$ cat src/rtl/regfile_write_sequencer.sv
// Merges the main datapath (src0) and a FIFO-buffered long-latency source (src1)
// onto the single register-file write port, with a pending-write query for hazard stalls.
module regfile_write_sequencer #(
  parameter int FIFO_DEPTH   = 4,
  parameter int STARVE_LIMIT = 3
) (
  input  logic                          clk,
  input  logic                          reset,
  input  logic                          src0_valid,
  output logic                          src0_ready,
  input  logic [4:0]                    src0_addr,
  input  logic [31:0]                   src0_data,
  input  logic                          src1_valid,
  output logic                          src1_ready,
  input  logic [4:0]                    src1_addr,
  input  logic [31:0]                   src1_data,
  output logic                          reg_write,
  output logic [4:0]                    write_register,
  output logic [31:0]                   write_data,
  input  logic [4:0]                    query_addr,
  output logic                          query_pending,
  output logic [$clog2(FIFO_DEPTH):0]   fifo_count,
  output logic                          idle
);
  localparam int AW = $clog2(FIFO_DEPTH);
  localparam int CW = AW + 1;
  localparam int SW = $clog2(STARVE_LIMIT + 1);

  typedef struct packed {
    logic [4:0]  addr;
    logic [31:0] data;
  } wr_req_t;

  wr_req_t               mem [FIFO_DEPTH];
  logic [FIFO_DEPTH-1:0] ent_vld;
  logic [AW-1:0]         rd_ptr, wr_ptr;
  logic [SW-1:0]         starve_cnt;

  logic    fifo_empty, fifo_full, force_fifo;
  logic    enq, deq, src0_issue, issue_vld;
  wr_req_t issue;

  assign fifo_empty = (fifo_count == '0);
  assign fifo_full  = (fifo_count == CW'(FIFO_DEPTH));
  assign force_fifo = !fifo_empty && (starve_cnt == SW'(STARVE_LIMIT));
  assign src0_ready = !force_fifo;
  assign src1_ready = !fifo_full;
  assign enq        = src1_valid && !fifo_full;
  assign idle       = fifo_empty && !reg_write;

  always_comb begin
    issue      = '0;
    issue_vld  = 1'b0;
    deq        = 1'b0;
    src0_issue = 1'b0;
    if (force_fifo) begin
      deq       = 1'b1;
      issue_vld = 1'b1;
      issue     = mem[rd_ptr];
    end else if (src0_valid) begin
      src0_issue = 1'b1;
      issue_vld  = 1'b1;
      issue      = '{addr: src0_addr, data: src0_data};
    end else if (!fifo_empty) begin
      deq       = 1'b1;
      issue_vld = 1'b1;
      issue     = mem[rd_ptr];
    end
  end

  // Storage carries no reset; ent_vld alone decides which slots are live.
  always_ff @(posedge clk) begin
    if (enq) mem[wr_ptr] <= '{addr: src1_addr, data: src1_data};
  end

  always_ff @(posedge clk) begin
    if (reset) begin
      rd_ptr         <= '0;
      wr_ptr         <= '0;
      ent_vld        <= '0;
      fifo_count     <= '0;
      starve_cnt     <= '0;
      reg_write      <= 1'b0;
      write_register <= '0;
      write_data     <= '0;
    end else begin
      // enq and deq can never target the same slot: one needs non-full, the other non-empty.
      if (deq) begin
        ent_vld[rd_ptr] <= 1'b0;
        rd_ptr          <= rd_ptr + 1'b1;
      end
      if (enq) begin
        ent_vld[wr_ptr] <= 1'b1;
        wr_ptr          <= wr_ptr + 1'b1;
      end
      case ({enq, deq})
        2'b10:   fifo_count <= fifo_count + 1'b1;
        2'b01:   fifo_count <= fifo_count - 1'b1;
        default: fifo_count <= fifo_count;
      endcase
      if (deq || fifo_empty)
        starve_cnt <= '0;
      else if (src0_issue && starve_cnt != SW'(STARVE_LIMIT))
        starve_cnt <= starve_cnt + 1'b1;
      reg_write <= issue_vld && (issue.addr != 5'd0);
      if (issue_vld) begin
        write_register <= issue.addr;
        write_data     <= issue.data;
      end
    end
  end

  always_comb begin
    query_pending = 1'b0;
    for (int i = 0; i < FIFO_DEPTH; i++)
      if (ent_vld[i] && mem[i].addr == query_addr) query_pending = 1'b1;
    if (reg_write && write_register == query_addr) query_pending = 1'b1;
    if (query_addr == 5'd0) query_pending = 1'b0;
  end
endmodule

$ cat config.mk
export PLATFORM = sky130hd
export DESIGN_NAME = regfile_write_sequencer
export DESIGN_NICKNAME = d
export VERILOG_FILES = /design/src/rtl/regfile_write_sequencer.sv
export SDC_FILE = /design/constraint.sdc
export NUM_CORES = 1
export LEC_CHECK = 0
export ABC_CLOCK_PERIOD_IN_PS = 3550
export CORE_MARGIN = 2
export CORE_UTILIZATION = 42
export DETAILED_ROUTE_END_ITERATION = 10
export PLACE_DENSITY = 0.76
export SYNTH_ARGS = -nofsm -noshare
export SYNTH_HDL_FRONTEND = slang
export SYNTH_SLANG_ARGS = --single-unit
$ cat constraint.sdc
create_clock -name clk -period 3.55 [get_ports clk]
set_input_delay 0.355 -clock clk [delete_from_list [all_inputs] [get_ports clk]]
set_output_delay 0.355 -clock clk [all_outputs]
set_load 0.02 [all_outputs]
==> flow_metrics.env, run 1 <==
export IMPL_fill_cells=1453
export IMPL_post_dp_hpwl_microns=11900
export IMPL_cp_arrival_ns=2.46
export IMPL_synth_ff_latch_count=201
export IMPL_rsz0062_at_grt="no"
export IMPL_slowest_delay_ns=0.60
export IMPL_dieHeight_microns=142
export IMPL_clock_sinks=201
export IMPL_syn_nets=582
export IMPL_synth_flop_cell="edfxtp_1"
export IMPL_dieWidth_microns=142
export IMPL_dpl_cell_area_sq_um=9440
export IMPL_cts_tree="built"
export IMPL_setup_viol=0
export IMPL_final_cell_mix="edfxtp_1 (148), clkdlybuf4s50_1 (126), dfxtp_1 (51), mux4_2 (36), nor2_1 (35)"
export IMPL_critPathBufInv=2
export IMPL_synth_cell_types=45
export IMPL_finalSetupTns_ns=0
export IMPL_antenna_found_initial=1
export IMPL_cp_start_kind="input pin"
export IMPL_maxSlewHeadroom_pct=24.4
export IMPL_num_antenna_cells=0
export IMPL_clock_skew_final_ns=0.0223
export IMPL_vias_per_cell=5.39
export IMPL_peakVddDrop_mv=0.464
export IMPL_worstMarginPinSlew_ns=1.13
export IMPL_drt_iter0_markers=406
export IMPL_io_buffers=127
export IMPL_ys_warn_count=0
export IMPL_yosysSeqAreaShare_pct=68.8
export IMPL_via_count=4670
export IMPL_ctsResizeCount=0
export IMPL_reg2reg_depth=10
export IMPL_cp_end_kind="primary output"
export IMPL_die_area_sq_um=20200
export IMPL_critPathMaxFanout=6
export IMPL_ant_nets=0
export IMPL_period_minus_slack_ns=2.82
export IMPL_fin_util_pct=53.8
export IMPL_maxCapViolCount=0
export IMPL_nNetsFinal=712
export IMPL_grt_usage_pct=18.1
export IMPL_grt_pass1_vias=4992
export IMPL_io_pins=128
export IMPL_rows=50
export IMPL_total_power_mw=6.99
export IMPL_grt_max_degree=53
export IMPL_cp_depth=7
export IMPL_fin_ws_ns=0.734
export IMPL_slew_viol_final=0
export IMPL_hold_buffers=0
export IMPL_routedWlPerCell_microns=20.7
export IMPL_regToRegSetupSlack_ns=1.05
export IMPL_coreArea_sq_um=18700
export IMPL_critPathSlowestCell="clkdlybuf4s50_1"
export IMPL_synth_cells=488
export IMPL_multi_input_area_sq_um=2260
export IMPL_syn_area_sq_um=8000
export IMPL_crit_family="buffers and inverters"
export IMPL_clockBufferDepth=3
export IMPL_synth_async_reset_ratio_pct=0
export IMPL_rr_startpoint="starve_cnt[0]$_SDFFE_PP0P_"
export IMPL_drive_above_1_share_pct=17.1
export IMPL_root_buffer="clkbuf_16"
export IMPL_power_density_nw_per_um2=694
export IMPL_dp_cells=829
export IMPL_gr_total_overflow=0
export IMPL_holdWs_ns=0.441
export IMPL_drc=0
export IMPL_post_route_period_util_pct=79.3
export IMPL_worstSetupPathType="in -> out"
export IMPL_htreeDepth=1
export IMPL_reg2reg_to="fifo_count[2]$_SDFFE_PP0P_"
export IMPL_synth_area_per_cell_sq_um=16.4
export IMPL_cts_buffers=21
export IMPL_final_common_cell="edfxtp_1"
export IMPL_status="finished, final reports clean"
export IMPL_grt_pass1_wl_microns=27900
export IMPL_drt_total_wl_microns=18000
export IMPL_cp_endpoint="query_pending"
export IMPL_cts_setup_buffers=0
export IMPL_setup_worst_path_start="query_addr[3]"
export IMPL_clkTransAtPathRegs_ns=0.06
export IMPL_fmax_ghz=0.355
export IMPL_place_ws_ns=0.743
export IMPL_firstDrtPassIters=4
export IMPL_required_ns=3.19
export IMPL_regArea_sq_um=5510
export IMPL_leakage_nw=3.36
export IMPL_hold_class="reg -> reg"
export IMPL_synth_edf_count=148
export IMPL_finalHoldViolations=0
export IMPL_path_cells="clkdlybuf4s50_1 -> xor2_1 -> nor4_1 -> nand3_1 -> nand3_1 -> o22a_1 -> clkdlybuf4s50_1"
export IMPL_area_growth_pct=25.9
export IMPL_floorplan_initialDensity_pct=42.8
export IMPL_fin_cells=867
export IMPL_insertion_delay_ns=0.50
export IMPL_gp_congestion=0.870
export IMPL_finalInstanceArea_sq_um=10100
[synth_stat cells (2+ instances only)]
master	n	share of area (%)
a21oi_2	8	0.88
a222oi_1	2	0.25
clkbuf_1	13	0.61
nor3_1	19	1.2
edfxtp_1	148	56
o22ai_1	18	1.4
buf_6	3	0.42
a22oi_2	8	1.3
a22oi_1	7	0.66
a22o_2	2	0.25
inv_1	8	0.38
and3_1	4	0.31
buf_4	7	0.66
nor4_1	6	0.47
xor2_1	22	2.4
nand2_1	23	1.1
mux4_2	36	10
nand2b_1	2	0.16
nor2_1	35	1.6
a221oi_2	2	0.38
xnor2_1	7	0.77
buf_2	3	0.19
dfxtp_1	53	13
a21oi_1	16	1.0
ha_1	10	1.6
nand3_1	7	0.44
[logic make-up (layout without fill, tap and decap cells)]
kind of cell	count (synthesis)	after routing	synth area share, %
adder cells (fa/ha/maj)	11	11	1.81
XOR/XNOR	29	29	3.18
flip-flops	201	201	68.8
buffers and inverters	39	184	2.93
AND/OR/NAND/NOR	103	103	6.02
multiplexers	38	38	10.6
AO/OA/AOI/OAI	67	67	6.66
[where the power goes]
group          leakage [nW]  internal [mW]  switching (mW)  total (mW)
clock                 0.303           1.16           0.835        1.99
combinational          1.26          0.907            1.03        1.94
sequential             1.80           2.87           0.198        3.06
[area by class of cell]
type	instances	area share [%]
Tap cell	234	2.91
Clock buffer	32	5.93
Timing Repair Buffer	137	13.3
Inverter	9	0.360
Multi-Input combinational cell	248	22.5
Sequential cell	201	54.7
Clock inverter	6	0.323
[sequential cells by signal (all words and copies together), names as in the netlist, 2 cells and up, named ones only]
name,count
mem,148
write_data,32
write_register,5
ent_vld,4
fifo_count,3
rd_ptr,2
starve_cnt,2
wr_ptr,2
[routing by layer]
metal / vias up / track usage (%) / part of all wire, %
li1: 2146 / - / -
met1: 2352 / 22.7 / 39
met2: 145 / 32.5 / 53
met3: 25 / 2.89 / 5.7
met4: 2 / 5.47 / 1.9
met5: - / 0 / 0.061
[worst min-delay path by stage]
stage	start	to	cells past startpoint
after floorplan	starve_cnt[0]$_SDFFE_PP0P_	starve_cnt[0]$_SDFFE_PP0P_	1
after global routing	starve_cnt[0]$_SDFFE_PP0P_	starve_cnt[0]$_SDFFE_PP0P_	1
after global placement	starve_cnt[0]$_SDFFE_PP0P_	starve_cnt[0]$_SDFFE_PP0P_	1
after CTS	starve_cnt[0]$_SDFFE_PP0P_	starve_cnt[0]$_SDFFE_PP0P_	1
final	starve_cnt[0]$_SDFFE_PP0P_	starve_cnt[0]$_SDFFE_PP0P_	1
after detailed placement	starve_cnt[0]$_SDFFE_PP0P_	starve_cnt[0]$_SDFFE_PP0P_	1
[worst register-to-register path: stages (launching register included)]
cell,delay [ns]
dfxtp_1,0.34
ha_1,0.23
nand2b_1,0.21
nand2_4,0.21
inv_4,0.10
ha_1,0.18
inv_1,0.06
fa_1,0.37
xor2_1,0.16
or3_2,0.41
a21oi_1,0.16
Power figures use the tool's default switching activity.
==> inputs of run 2 (changes only) <==
--- a/config.mk
+++ b/config.mk
@@ -5,7 +5,7 @@
 export SDC_FILE = /design/constraint.sdc
 export NUM_CORES = 1
 export LEC_CHECK = 0
-export ABC_CLOCK_PERIOD_IN_PS = 3550
+export ABC_CLOCK_PERIOD_IN_PS = 2800
 export CORE_MARGIN = 2
 export CORE_UTILIZATION = 42
 export DETAILED_ROUTE_END_ITERATION = 10
==> constraint.sdc (replaced) <==
create_clock -name clk -period 2.8 [get_ports clk]
set_input_delay 0.28 -clock clk [delete_from_list [all_inputs] [get_ports clk]]
set_output_delay 0.28 -clock clk [all_outputs]
set_load 0.02 [all_outputs]
==> flow_metrics.env, run 2 (synthesized netlist as in run 1, its figures left out) <==
export IMPL_status="finished, final reports clean"
export IMPL_clkTransAtPathRegs_ns=0.06
export IMPL_finalHoldViolations=0
export IMPL_leakage_nw=3.46
export IMPL_die_area_sq_um=20200
export IMPL_dp_cells=836
export IMPL_firstDrtPassIters=6
export IMPL_cp_arrival_ns=2.42
export IMPL_dieHeight_microns=142
export IMPL_final_cell_mix="edfxtp_1 (148), clkdlybuf4s50_1 (125), dfxtp_1 (51), mux4_2 (36), nor2_1 (35)"
export IMPL_maxSlewHeadroom_pct=48.7
export IMPL_rows=50
export IMPL_regMostFlops="mem"
export IMPL_required_ns=2.52
export IMPL_fin_cells=872
export IMPL_worstSetupPathType="reg -> out"
export IMPL_critPathMaxFanout=2
export IMPL_cts_tree="built"
export IMPL_clockBufferDepth=3
export IMPL_finalSetupTns_ns=0
export IMPL_coreArea_sq_um=18700
export IMPL_drive_above_1_share_pct=18.5
export IMPL_hold_buffers=0
export IMPL_gp_congestion=0.907
export IMPL_cp_start_kind="flop"
export IMPL_total_power_mw=9.29
export IMPL_hold_class="in -> reg"
export IMPL_via_count=4750
export IMPL_gr_total_overflow=0
export IMPL_rsz0062_at_grt="no"
export IMPL_fin_util_pct=54.8
export IMPL_maxCapViolCount=0
export IMPL_vias_per_cell=5.45
export IMPL_drt_iter0_markers=357
export IMPL_grt_pass1_wl_microns=28200
export IMPL_slew_viol_final=0
export IMPL_num_antenna_cells=0
export IMPL_insertion_delay_ns=0.48
export IMPL_antenna_found_initial=1
export IMPL_area_growth_pct=28.1
export IMPL_cp_end_kind="primary output"
export IMPL_final_common_cell="edfxtp_1"
export IMPL_ant_nets=0
export IMPL_post_route_period_util_pct=96.4
export IMPL_grt_usage_pct=18.2
export IMPL_grt_max_degree=35
export IMPL_drc=0
export IMPL_root_buffer="clkbuf_16"
export IMPL_routedWlPerCell_microns=20.9
export IMPL_period_minus_slack_ns=2.70
export IMPL_largest_register_ff_count=148
export IMPL_post_dp_hpwl_microns=12200
export IMPL_floorplan_initialDensity_pct=42.8
export IMPL_htreeDepth=1
export IMPL_drt_total_wl_microns=18200
export IMPL_peakVddDrop_mv=0.464
export IMPL_clock_sinks=201
export IMPL_nNetsFinal=719
export IMPL_io_buffers=127
export IMPL_fmax_ghz=0.371
export IMPL_grt_pass1_vias=5074
export IMPL_clock_skew_final_ns=0.0107
export IMPL_largest_registers="mem: 148 flops, write_data: 32 flops, write_register: 5 flops"
export IMPL_cts_buffers=21
export IMPL_dieWidth_microns=142
export IMPL_worstMarginPinSlew_ns=0.770
export IMPL_io_pins=128
export IMPL_power_density_nw_per_um2=906
export IMPL_setup_viol=0
-- run 2: final timing paths --
check	from	end	slack (ns)	depth (start not counted)
setup / recovery	mem[0][35]$_DFFE_PP_	query_pending	0.10	6
hold / removal	reset	flop	0.37	2
setup reg to reg	fifo_count[1]$_SDFFE_PP0P_	fifo_count[2]$_SDFFE_PP0P_	0.37	10
hold reg to reg	starve_cnt[0]$_SDFFE_PP0P_	starve_cnt[0]$_SDFFE_PP0P_	0.43	1
-- run 2: worst max-delay path, cell delays in order (launching register included) --
cell	delay [ns]
edfxtp_1	0.41
xor2_1	0.18
nor4_1	0.36
nand3_1	0.12
nand3_1	0.09
o22a_1	0.17
clkdlybuf4s50_1	0.61
-- run 2: repair_timing --
item / 4_1_cts / 5_1_grt
setup buffers: 0 / 0
endpoints found under the setup margin: 0 / 1
hold endpoints to repair: 0 / 0
gates resized for setup: 0 / 2
-- run 2: power by group --
group	internal [mW]	leakage (nW)	total, mW	switching (mW)
clock	1.83	0.351	2.90	1.07
sequential	3.63	1.80	3.90	0.266
combinational	1.18	1.31	2.49	1.31
-- run 2: final cells by class --
class                   instances  area (sq um)
repair buffers                144          1420
well taps                     234           293
clock inverters                11           180
fillers                      1414          8460
inverters                       9          36.3
flip-flops and latches        201          5510
clock buffers                  25           541
multi-input cells             248          2270
-- run 2: per-layer routing --
metal  global-route usage, %  up-vias  part of all wire (%)
li1                        -     2161                     -
met1                    23.0     2414                    40
met2                    32.4      138                    52
met3                    2.46       35                   4.4
met4                    5.89        2                   2.7
met5                       0        -                 0.071
-- run 2: through the flow --
stage	hold WS [ns]	worst slack, ns	cell area [sq um]
after CTS	0.363	0.0992	10200
after global placement	0.416	0.215	9520
after detailed placement	0.426	0.107	9520
after global routing	0.408	0.0116	10200
final	0.368	0.101	10200
after floorplan	0.379	0.336	8000
